**config.mk**
```make
export PLATFORM = sky130hd
export DESIGN_NAME = hazard_unit_flat
export DESIGN_NICKNAME = d
export VERILOG_FILES = /design/src/rtl/hazard_if.sv /design/src/rtl/hazard_unit.sv /design/src/flat_wrapper.sv
export SDC_FILE = /design/constraint.sdc
export NUM_CORES = 1
export LEC_CHECK = 0
export ABC_AREA = 0
export CAP_MARGIN = 20
export CORE_MARGIN = 2
export CORE_UTILIZATION = 47
export DETAILED_ROUTE_END_ITERATION = 12
export GPL_TIMING_DRIVEN = 0
export HOLD_SLACK_MARGIN = 0.03
export PLACE_DENSITY = 0.85
export SLEW_MARGIN = 10
export SYNTH_ARGS = -nofsm -noshare
export SYNTH_HDL_FRONTEND = slang
export SYNTH_SLANG_ARGS = --single-unit
```
**constraint.sdc**
```tcl
create_clock -name clk -period 4.3 [get_ports clk]
set_input_delay 0.86 -clock clk [delete_from_list [all_inputs] [get_ports clk]]
set_output_delay 0.86 -clock clk [all_outputs]
set_load 0.02 [all_outputs]
```
**src/rtl/hazard_if.sv**
```systemverilog
// hazard_if: bundle between the pipeline controller/datapath and the hazard unit
//   master : controller/datapath side, drives stage strobes and register addresses,
//            receives forwarding selects, stall/flush strobes and counters
//   slave  : hazard unit side
//   CNT_W must match the CNT_W of the hazard_unit it is connected to
interface hazard_if #(parameter int CNT_W = 16);
    logic [3:0]       RA1D, RA2D, RA1E, RA2E, WA3E, WA3M, WA3W;
    logic             RegWriteM, RegWriteW, MemToRegE;
    logic             PCSrcD, PCSrcE, PCSrcM, PCSrcW, BranchTakenE, LongE;
    logic [1:0]       ForwardAE, ForwardBE;
    logic             StallF, StallD, StallE, FlushD, FlushE, FlushM, MulBusy;
    logic [CNT_W-1:0] StallCount, FlushCount;

    modport master (
        output RA1D, RA2D, RA1E, RA2E, WA3E, WA3M, WA3W,
        output RegWriteM, RegWriteW, MemToRegE,
        output PCSrcD, PCSrcE, PCSrcM, PCSrcW, BranchTakenE, LongE,
        input  ForwardAE, ForwardBE,
        input  StallF, StallD, StallE, FlushD, FlushE, FlushM, MulBusy,
        input  StallCount, FlushCount
    );

    modport slave (
        input  RA1D, RA2D, RA1E, RA2E, WA3E, WA3M, WA3W,
        input  RegWriteM, RegWriteW, MemToRegE,
        input  PCSrcD, PCSrcE, PCSrcM, PCSrcW, BranchTakenE, LongE,
        output ForwardAE, ForwardBE,
        output StallF, StallD, StallE, FlushD, FlushE, FlushM, MulBusy,
        output StallCount, FlushCount
    );
endinterface

```
**src/rtl/hazard_unit.sv**
```systemverilog
// hazard_unit: forwarding, stall/flush control, long-op occupancy FSM and
// saturating stall/flush performance counters for a 5-stage pipeline.
//   clk   : rising-edge clock
//   reset : asynchronous active-low reset
//   hz    : hazard_if slave (stage strobes/addresses in, forward/stall/flush/counters out)
module hazard_unit #(
    parameter int MUL_CYCLES = 4,
    parameter int CNT_W      = 16
) (
    input logic     clk,
    input logic     reset,
    hazard_if.slave hz
);
    localparam int CW = $clog2(MUL_CYCLES + 1);

    typedef enum logic {IDLE, BUSY} state_t;

    state_t           state;
    logic [CW-1:0]    cnt;
    logic             ld_stall, mul_stall, pc_wr_pend, stall_d, flush_e;
    logic [CNT_W-1:0] stall_cnt, flush_cnt;

    // r15 is the PC, never forwarded; M result is younger so it wins over W
    assign hz.ForwardAE = (hz.RegWriteM && hz.RA1E == hz.WA3M && hz.RA1E != 4'd15) ? 2'b10 :
                          (hz.RegWriteW && hz.RA1E == hz.WA3W && hz.RA1E != 4'd15) ? 2'b01 : 2'b00;
    assign hz.ForwardBE = (hz.RegWriteM && hz.RA2E == hz.WA3M && hz.RA2E != 4'd15) ? 2'b10 :
                          (hz.RegWriteW && hz.RA2E == hz.WA3W && hz.RA2E != 4'd15) ? 2'b01 : 2'b00;

    // every strobe is gated by reset so the pipeline is quiet while reset is held
    assign ld_stall   = reset && hz.MemToRegE && (hz.RA1D == hz.WA3E || hz.RA2D == hz.WA3E);
    assign mul_stall  = reset && ((state == IDLE && hz.LongE && MUL_CYCLES >= 2) ||
                                  (state == BUSY && cnt != '0));
    assign pc_wr_pend = reset && (hz.PCSrcD || hz.PCSrcE || hz.PCSrcM);
    assign stall_d    = ld_stall || mul_stall;
    assign flush_e    = (ld_stall || (reset && hz.BranchTakenE)) && !mul_stall;

    assign hz.StallF     = stall_d || pc_wr_pend;
    assign hz.StallD     = stall_d;
    assign hz.StallE     = mul_stall;
    assign hz.FlushM     = mul_stall;
    assign hz.FlushE     = flush_e;
    assign hz.FlushD     = reset && (pc_wr_pend || hz.PCSrcW || hz.BranchTakenE) && !stall_d;
    assign hz.MulBusy    = state == BUSY;
    assign hz.StallCount = stall_cnt;
    assign hz.FlushCount = flush_cnt;

    // IDLE counts as the first E cycle, so BUSY loads MUL_CYCLES-2 and releases at cnt==0
    always_ff @(posedge clk or negedge reset) begin
        if (!reset) begin
            state <= IDLE;
            cnt   <= '0;
        end else if (state == IDLE) begin
            if (hz.LongE && MUL_CYCLES >= 2) begin
                state <= BUSY;
                cnt   <= CW'(MUL_CYCLES - 2);
            end
        end else if (cnt == '0) begin
            state <= IDLE;
        end else begin
            cnt <= cnt - 1'b1;
        end
    end

    always_ff @(posedge clk or negedge reset) begin
        if (!reset) begin
            stall_cnt <= '0;
            flush_cnt <= '0;
        end else begin
            if (stall_d && !(&stall_cnt)) stall_cnt <= stall_cnt + 1'b1;
            if (flush_e && !(&flush_cnt)) flush_cnt <= flush_cnt + 1'b1;
        end
    end
endmodule
```
**src/flat_wrapper.sv**
```systemverilog
// flat-port wrapper written by rule: the top's interface ports become plain ports
module hazard_unit_flat 
#(
    parameter int MUL_CYCLES = 4,
    parameter int CNT_W      = 16
)
  (clk, reset, hz_RA1D, hz_RA2D, hz_RA1E, hz_RA2E, hz_WA3E, hz_WA3M, hz_WA3W, hz_RegWriteM, hz_RegWriteW, hz_MemToRegE, hz_PCSrcD, hz_PCSrcE, hz_PCSrcM, hz_PCSrcW, hz_BranchTakenE, hz_LongE, hz_ForwardAE, hz_ForwardBE, hz_StallF, hz_StallD, hz_StallE, hz_FlushD, hz_FlushE, hz_FlushM, hz_MulBusy, hz_StallCount, hz_FlushCount);
  hazard_if #(.CNT_W(CNT_W)) hz_i ();
  input logic clk;
  input logic reset;
  input wire logic [$bits(hz_i.RA1D)-1:0] hz_RA1D;
  input wire logic [$bits(hz_i.RA2D)-1:0] hz_RA2D;
  input wire logic [$bits(hz_i.RA1E)-1:0] hz_RA1E;
  input wire logic [$bits(hz_i.RA2E)-1:0] hz_RA2E;
  input wire logic [$bits(hz_i.WA3E)-1:0] hz_WA3E;
  input wire logic [$bits(hz_i.WA3M)-1:0] hz_WA3M;
  input wire logic [$bits(hz_i.WA3W)-1:0] hz_WA3W;
  input wire logic [$bits(hz_i.RegWriteM)-1:0] hz_RegWriteM;
  input wire logic [$bits(hz_i.RegWriteW)-1:0] hz_RegWriteW;
  input wire logic [$bits(hz_i.MemToRegE)-1:0] hz_MemToRegE;
  input wire logic [$bits(hz_i.PCSrcD)-1:0] hz_PCSrcD;
  input wire logic [$bits(hz_i.PCSrcE)-1:0] hz_PCSrcE;
  input wire logic [$bits(hz_i.PCSrcM)-1:0] hz_PCSrcM;
  input wire logic [$bits(hz_i.PCSrcW)-1:0] hz_PCSrcW;
  input wire logic [$bits(hz_i.BranchTakenE)-1:0] hz_BranchTakenE;
  input wire logic [$bits(hz_i.LongE)-1:0] hz_LongE;
  output wire logic [$bits(hz_i.ForwardAE)-1:0] hz_ForwardAE;
  output wire logic [$bits(hz_i.ForwardBE)-1:0] hz_ForwardBE;
  output wire logic [$bits(hz_i.StallF)-1:0] hz_StallF;
  output wire logic [$bits(hz_i.StallD)-1:0] hz_StallD;
  output wire logic [$bits(hz_i.StallE)-1:0] hz_StallE;
  output wire logic [$bits(hz_i.FlushD)-1:0] hz_FlushD;
  output wire logic [$bits(hz_i.FlushE)-1:0] hz_FlushE;
  output wire logic [$bits(hz_i.FlushM)-1:0] hz_FlushM;
  output wire logic [$bits(hz_i.MulBusy)-1:0] hz_MulBusy;
  output wire logic [$bits(hz_i.StallCount)-1:0] hz_StallCount;
  output wire logic [$bits(hz_i.FlushCount)-1:0] hz_FlushCount;
  assign hz_i.RA1D = hz_RA1D;
  assign hz_i.RA2D = hz_RA2D;
  assign hz_i.RA1E = hz_RA1E;
  assign hz_i.RA2E = hz_RA2E;
  assign hz_i.WA3E = hz_WA3E;
  assign hz_i.WA3M = hz_WA3M;
  assign hz_i.WA3W = hz_WA3W;
  assign hz_i.RegWriteM = hz_RegWriteM;
  assign hz_i.RegWriteW = hz_RegWriteW;
  assign hz_i.MemToRegE = hz_MemToRegE;
  assign hz_i.PCSrcD = hz_PCSrcD;
  assign hz_i.PCSrcE = hz_PCSrcE;
  assign hz_i.PCSrcM = hz_PCSrcM;
  assign hz_i.PCSrcW = hz_PCSrcW;
  assign hz_i.BranchTakenE = hz_BranchTakenE;
  assign hz_i.LongE = hz_LongE;
  assign hz_ForwardAE = hz_i.ForwardAE;
  assign hz_ForwardBE = hz_i.ForwardBE;
  assign hz_StallF = hz_i.StallF;
  assign hz_StallD = hz_i.StallD;
  assign hz_StallE = hz_i.StallE;
  assign hz_FlushD = hz_i.FlushD;
  assign hz_FlushE = hz_i.FlushE;
  assign hz_FlushM = hz_i.FlushM;
  assign hz_MulBusy = hz_i.MulBusy;
  assign hz_StallCount = hz_i.StallCount;
  assign hz_FlushCount = hz_i.FlushCount;
  hazard_unit #(.MUL_CYCLES(MUL_CYCLES), .CNT_W(CNT_W)) u_core (.clk(clk), .reset(reset), .hz(hz_i));
endmodule
```
==> flow_metrics.env, run 1 <==
export IMPL_die_w_um=70.8
export IMPL_synth_top_cell_by_area="dfrtp_1"
export IMPL_synthFlopType="dfrtp_1"
export IMPL_cts_resized=0
export IMPL_fillers=340
export IMPL_cp_required_ps=3440
export IMPL_fmax_ghz=0.267
export IMPL_grt_pass1_vias=1825
export IMPL_maxCapViolCount=0
export IMPL_fin_util=0.711
export IMPL_post_drt_wl_per_cell_um=14.5
export IMPL_p_leak_nw=1.27
export IMPL_first_pass_iters=4
export IMPL_crit_path_cell_trace="clkdlybuf4s50_1 -> xnor2_1 -> nand4_1 -> a21boi_2 -> o21ai_0 -> inv_1 -> clkdlybuf4s50_1"
export IMPL_rows=24
export IMPL_cts_root_buf="clkbuf_8"
export IMPL_rsz0062_at_grt="no"
export IMPL_drc=0
export IMPL_peakVddDrop_mv=0.364
export IMPL_drt_iter0_markers=103
export IMPL_core_um2=4320
export IMPL_gp_congestion=0.880
export IMPL_diodes=0
export IMPL_whs_ps=444
export IMPL_final_cell_mix="clkdlybuf4s50_1, xnor2_1, dfrtp_1"
export IMPL_critPathKind="primary input to primary output"
export IMPL_seq_area_um2=901
export IMPL_drt_wl_total_um=5110
export IMPL_multi_input_area_um2=1140
export IMPL_skew_ps=4.12
export IMPL_synth_cell_area_um2=2100
export IMPL_place_hpwl_um=3970
export IMPL_yosysWarnings=0
export IMPL_syn_nets=252
export IMPL_post_cts_buffers=0
export IMPL_max_slew_margin=0.668
export IMPL_mostFrequentLayoutCell="clkdlybuf4s50_1"
export IMPL_slowest_delay_ps=600
export IMPL_portBuffers=81
export IMPL_critPathTopFamily="buffers and inverters"
export IMPL_grt_pass1_wl_um=8520
export IMPL_synth_cell_types=35
export IMPL_hold_viol=0
export IMPL_ys_seq_elements=36
export IMPL_setup_viol=0
export IMPL_postRouteAntennaNets=0
export IMPL_vias=1879
export IMPL_grt_use_total=0.214
export IMPL_cts_tree="built"
export IMPL_status="finished clean"
export IMPL_initial_core_util=0.485
export IMPL_crit_arrival_ps=2890
export IMPL_fin_total_pwr_w=0.00124
export IMPL_yosysTopAreaCellShare=0.430
export IMPL_postCtsHoldBufs=0
export IMPL_path_clk_slew_ps=70
export IMPL_die_area_um2=5010
export IMPL_crit_path_frequent_cell="clkdlybuf4s50_1"
export IMPL_worst_path_buf_inv=3
export IMPL_synth_async_sr_flop_share=1.00
export IMPL_clock_latency_ps=290
export IMPL_synth_seq_area_share=0.430
export IMPL_syn_inst=209
export IMPL_synth_area_leaders="dfrtp_1, xnor2_1, xor2_1"
export IMPL_start_kind="primary input"
export IMPL_hp_class="primary input to async pin"
export IMPL_worst_pin_slew_ps=496
export IMPL_vias_per_cell=5.35
export IMPL_synth_avg_cell_area_um2=10.0
export IMPL_cp_slowest_cell="clkdlybuf4s50_1"
export IMPL_io_pin_count=82
export IMPL_grt_max_degree=29
export IMPL_period_needed_ps=3750
export IMPL_drive_above_1_share=0.0803
export IMPL_overflow=0
export IMPL_cts_max_path_buffers=2
export IMPL_setup_ws_ps=550
export IMPL_drv_slew=0
export IMPL_cts_sinks=36
export IMPL_die_height_um=70.8
export IMPL_end_kind="primary output"
export IMPL_cts_max_level=2
export IMPL_antenna_found_initial=0
export IMPL_pre_cts_slack_ps=550
export IMPL_numCtsBuffers=5
export IMPL_critical_path_max_fanout=7
export IMPL_finalCritPeriodShare=0.872
export IMPL_power_density_nw_per_um2=402
export IMPL_syn_to_final_growth_pct=46.7
export IMPL_num_nets_final=341
export IMPL_synth_edff_count=0
[Yosys cell counts (2+ instances only)]
cell       n
nand2_1   12
nand3_1   18
and2_1     3
inv_1      7
a21oi_1    2
mux2_1     2
ha_1       4
o21ai_0    6
mux2_4     2
nand4_1   16
xnor2_1   37
nor2_2     2
nor3_1     6
nand2b_1   3
nor2_1    15
xor2_1    12
and4_1     4
dfrtp_1   36
buf_4      2
and3_1     5
[flip-flops by register name, indices dropped and copies added (netlist names)]
signal	count
u_core.hz.FlushCount	16
u_core.hz.StallCount	16
u_core.cnt	3
u_core.hz.MulBusy	1
[metal layers]
layer  global-route usage  vias to the layer above  wire length [um]
met2                0.351                       59              2520
li1                     -                      904                 -
met3               0.0385                        4               283
met5                    0                        -                 0
met1                0.283                      912              2240
met4               0.0839                        0                65
[report_power, final]
| part | total [W] | switching, W | internal, W |
|---|---|---|---|
| Clock | 0.000235 | 0.000122 | 0.000113 |
| Combinational | 0.000518 | 0.000247 | 0.000271 |
| Sequential | 0.000483 | 0.0000791 | 0.000404 |
[logic make-up after synthesis]
logic type / share of synthesized area
AO/OA/AOI/OAI: 0.0567
XOR/XNOR: 0.205
adder cells (fa/ha/maj): 0.0239
buffers and inverters: 0.0251
flip-flops: 0.430
multiplexers: 0.0304
AND/OR/NAND/NOR: 0.229
[final timing paths]
path	start	end	slack [ps]	cells after the start
max	hz_WA3E[1]	hz_FlushE	550	7
min	reset	u_core.hz.FlushCount[1]$_DFFE_PN0P_	440	1
min reg2reg	u_core.hz.FlushCount[8]$_DFFE_PN0P_	u_core.hz.FlushCount[8]$_DFFE_PN0P_	500	1
max reg2reg	u_core.cnt[0]$_DFFE_PN0P_	u_core.hz.FlushCount[1]$_DFFE_PN0P_	2310	8
min in group clk	u_core.hz.FlushCount[8]$_DFFE_PN0P_	u_core.hz.FlushCount[8]$_DFFE_PN0P_	500	1
max in group asynchronous	reset	u_core.hz.StallCount[14]$_DFFE_PN0P_	3420	2
[metrics by stage]
stage | TNS, ps | cells | instance area (um^2)
floorplan | 0 | 209 | 2100
finish | 0 | 351 | 3070
detailed placement | 0 | 343 | 2990
global route | 0 | 351 | 3070
CTS | 0 | 351 | 3070
global placement | -2010 | 342 | 2970
[cell type report]
cell class,count,area share
tap,52,0.0212
sequential,36,0.293
multi-input combinational,163,0.372
clock inverter,3,0.00611
timing repair buffer,82,0.269
clock buffer,5,0.0224
inverter,7,0.00855
buffer,3,0.00855
Power figures use the tool's default switching activity.
==> run 2: changes to the inputs <==
--- a/config.mk
+++ b/config.mk
@@ -5,7 +5,6 @@
 export SDC_FILE = /design/constraint.sdc
 export NUM_CORES = 1
 export LEC_CHECK = 0
-export ABC_AREA = 0
 export CAP_MARGIN = 20
 export CORE_MARGIN = 2
 export CORE_UTILIZATION = 47
==> constraint.sdc (replaced) <==
create_clock -name clk -period 4.55 [get_ports clk]
set_input_delay 0.91 -clock clk [delete_from_list [all_inputs] [get_ports clk]]
set_output_delay 0.91 -clock clk [all_outputs]
set_load 0.02 [all_outputs]
==> results of run 2 <==
Same layout as run 1 (identical final DEF). Status: finished clean.
Among the figures that moved: setup slack after placement 550 ps -> 700 ps; setup slack after layout 550 ps -> 700 ps; hold slack 444 ps -> 494 ps; register-to-register setup slack 2310 ps -> 2560 ps; total power 0.00124 W -> 0.00117 W; worst IR drop on VDD 0.364 mV -> 0.344 mV
==> run 3: changes to the inputs <==
--- a/config.mk
+++ b/config.mk
@@ -7,11 +7,11 @@
 export LEC_CHECK = 0
 export CAP_MARGIN = 20
 export CORE_MARGIN = 2
-export CORE_UTILIZATION = 47
+export CORE_UTILIZATION = 40
 export DETAILED_ROUTE_END_ITERATION = 12
 export GPL_TIMING_DRIVEN = 0
 export HOLD_SLACK_MARGIN = 0.03
-export PLACE_DENSITY = 0.85
+export PLACE_DENSITY = 0.77
 export SLEW_MARGIN = 10
 export SYNTH_ARGS = -nofsm -noshare
 export SYNTH_HDL_FRONTEND = slang
==> constraint.sdc (replaced) <==
create_clock -name clk -period 3.25 [get_ports clk]
set_input_delay 0.65 -clock clk [delete_from_list [all_inputs] [get_ports clk]]
set_output_delay 0.65 -clock clk [all_outputs]
set_load 0.02 [all_outputs]
==> run 3 against run 2 <==
  * Highest routed layer unchanged
  * Cell area rose by 1.7%
  * Sequential share of layout area fell by 0.48 points
  * Via count rose by 0.53%
  * Largest power group unchanged
  * Setup slack got worse by 530 ps
  * Cell count rose by 5.4%
  * Critical path depth fell by 1
  * Sequential power rose by 40%
  * Largest cell class unchanged
  * First-iteration DRC count fell by 38%
==> flow_metrics.env, run 3 (synthesis gave the netlist of run 1 again) <==
export IMPL_status="finished clean"
export IMPL_period_needed_ps=3080
export IMPL_peakVddDrop_mv=0.605
export IMPL_final_cell_mix="clkdlybuf4s50_1, xnor2_1, dfrtp_1"
export IMPL_post_drt_wl_per_cell_um=13.5
export IMPL_fmax_ghz=0.325
export IMPL_grt_pass1_wl_um=8360
export IMPL_cts_max_path_buffers=2
export IMPL_cp_slowest_cell="clkdlybuf4s50_1"
export IMPL_hp_class="primary input to async pin"
export IMPL_cts_root_buf="clkbuf_8"
export IMPL_initial_core_util=0.413
export IMPL_syn_to_final_growth_pct=49.1
export IMPL_grt_pass1_vias=1860
export IMPL_clock_latency_ps=290
export IMPL_numPlacedInstances=361
export IMPL_die_w_um=76.4
export IMPL_skew_ps=2.66
export IMPL_grt_max_degree=37
export IMPL_fin_util=0.616
export IMPL_vias=1889
export IMPL_hold_viol=0
export IMPL_crit_arrival_ps=2430
export IMPL_diodes=0
export IMPL_core_um2=5070
export IMPL_overflow=0
export IMPL_drt_wl_total_um=5000
export IMPL_end_kind="primary output"
export IMPL_postRouteAntennaNets=0
export IMPL_rr_worst_depth=8
export IMPL_die_area_um2=5830
export IMPL_finalCritPeriodShare=0.947
export IMPL_rows=26
export IMPL_path_clk_slew_ps=70
export IMPL_cp_required_ps=2600
export IMPL_setup_viol=0
export IMPL_die_height_um=76.4
export IMPL_critical_path_max_fanout=3
export IMPL_antenna_found_initial=0
export IMPL_place_hpwl_um=3860
export IMPL_numCtsBuffers=5
export IMPL_cts_tree="built"
export IMPL_drv_slew=0
export IMPL_num_nets_final=342
export IMPL_fin_cells=370
export IMPL_critPathKind="primary input to primary output"
export IMPL_drive_above_1_share=0.0800
export IMPL_cts_sinks=36
export IMPL_crit_path_frequent_cell="clkdlybuf4s50_1"
export IMPL_io_pin_count=82
export IMPL_postCtsHoldBufs=0
export IMPL_crit_path_cell_trace="clkdlybuf4s50_1 -> a31oi_1 -> a21oi_1 -> nor2_1 -> nor3_1 -> clkdlybuf4s50_1"
export IMPL_p_leak_nw=1.31
export IMPL_drc=0
export IMPL_first_pass_iters=4
export IMPL_setup_ws_ps=172
export IMPL_start_kind="primary input"
export IMPL_max_slew_margin=0.694
export IMPL_portBuffers=81
export IMPL_slowest_delay_ps=640
export IMPL_grt_use_total=0.176
export IMPL_maxCapViolCount=0
export IMPL_mostFrequentLayoutCell="clkdlybuf4s50_1"
export IMPL_power_density_nw_per_um2=530
export IMPL_cts_max_level=2
export IMPL_drt_iter0_markers=64
export IMPL_rsz0062_at_grt="no"
export IMPL_gp_congestion=0.843
export IMPL_vias_per_cell=5.11
export IMPL_fin_total_pwr_w=0.00166
export IMPL_pre_cts_slack_ps=-71.1
export IMPL_worst_pin_slew_ps=457
## run 3: cell count changes in the layout (fill, tap and decap cells not counted), sizes merged
cell / before / now
clkinv: 3 / 0
dlymetal6s2s: 0 / 3
clkbuf: 5 / 7
clkinvlp: 0 / 1
buf: 5 / 6
clkdlybuf4s50: 80 / 77
## run 3: path summary, 6_finish.rpt
check	from	end	slack, ps
max	hz_RA1E[1]	hz_ForwardAE[0]	170
min	reset	u_core.hz.FlushCount[3]$_DFFE_PN0P_	170
max reg2reg	u_core.cnt[0]$_DFFE_PN0P_	u_core.hz.FlushCount[1]$_DFFE_PN0P_	1250
min reg2reg	u_core.hz.FlushCount[9]$_DFFE_PN0P_	u_core.hz.FlushCount[9]$_DFFE_PN0P_	490
min in group clk	u_core.hz.FlushCount[9]$_DFFE_PN0P_	u_core.hz.FlushCount[9]$_DFFE_PN0P_	490
max in group asynchronous	reset	u_core.cnt[2]$_DFFE_PN0P_	2700
## run 3: cell type report
cell class              instances  area, um^2
clock inverters                 1        7.51
clock buffers                   7        86.3
plain buffers                   3        26.3
repair buffers                 83         841
fillers                       430        1950
well taps                      70        87.6
multi-input cells             163        1150
flip-flops and latches         36         901
inverters                       7        26.3
## run 3: worst max-delay path: cells and delay by family
kind / cells / cell delay (ps)
buffers and inverters: 2 / 1190
AO/OA/AOI/OAI: 2 / 290
AND/OR/NAND/NOR: 2 / 300
## run 3: metrics by stage
stage | hold WS, ps | cell area [um^2] | setup TNS, ps
floorplan | 354 | 2100 | 0
global placement | 483 | 2990 | -12430
detailed placement | 472 | 3010 | -94.3
CTS | 161 | 3120 | 0
global route | 156 | 3130 | 0
finish | 167 | 3130 | 0
## run 3: metal layers
layer  part of all wire  track usage  up-vias
li1                   -            -      910
met1               0.43        0.207      921
met2               0.51        0.310       49
met3              0.047       0.0332        9
met4              0.022       0.0836        0
met5                  0            0        -
## run 3: what timing repair did
item                       in CTS  in global routing
pin swaps                       1                  1
gates resized for setup         1                  3
setup endpoints to repair       2                  3
buffers inserted                1                  0
## run 3: power by group
| part | internal, W | total (W) | switching (W) | leakage (nW) |
|---|---|---|---|---|
| Sequential | 0.000534 | 0.000638 | 0.000103 | 0.470 |
| Combinational | 0.000357 | 0.000684 | 0.000327 | 0.799 |
| Clock | 0.000172 | 0.000335 | 0.000163 | 0.0445 |
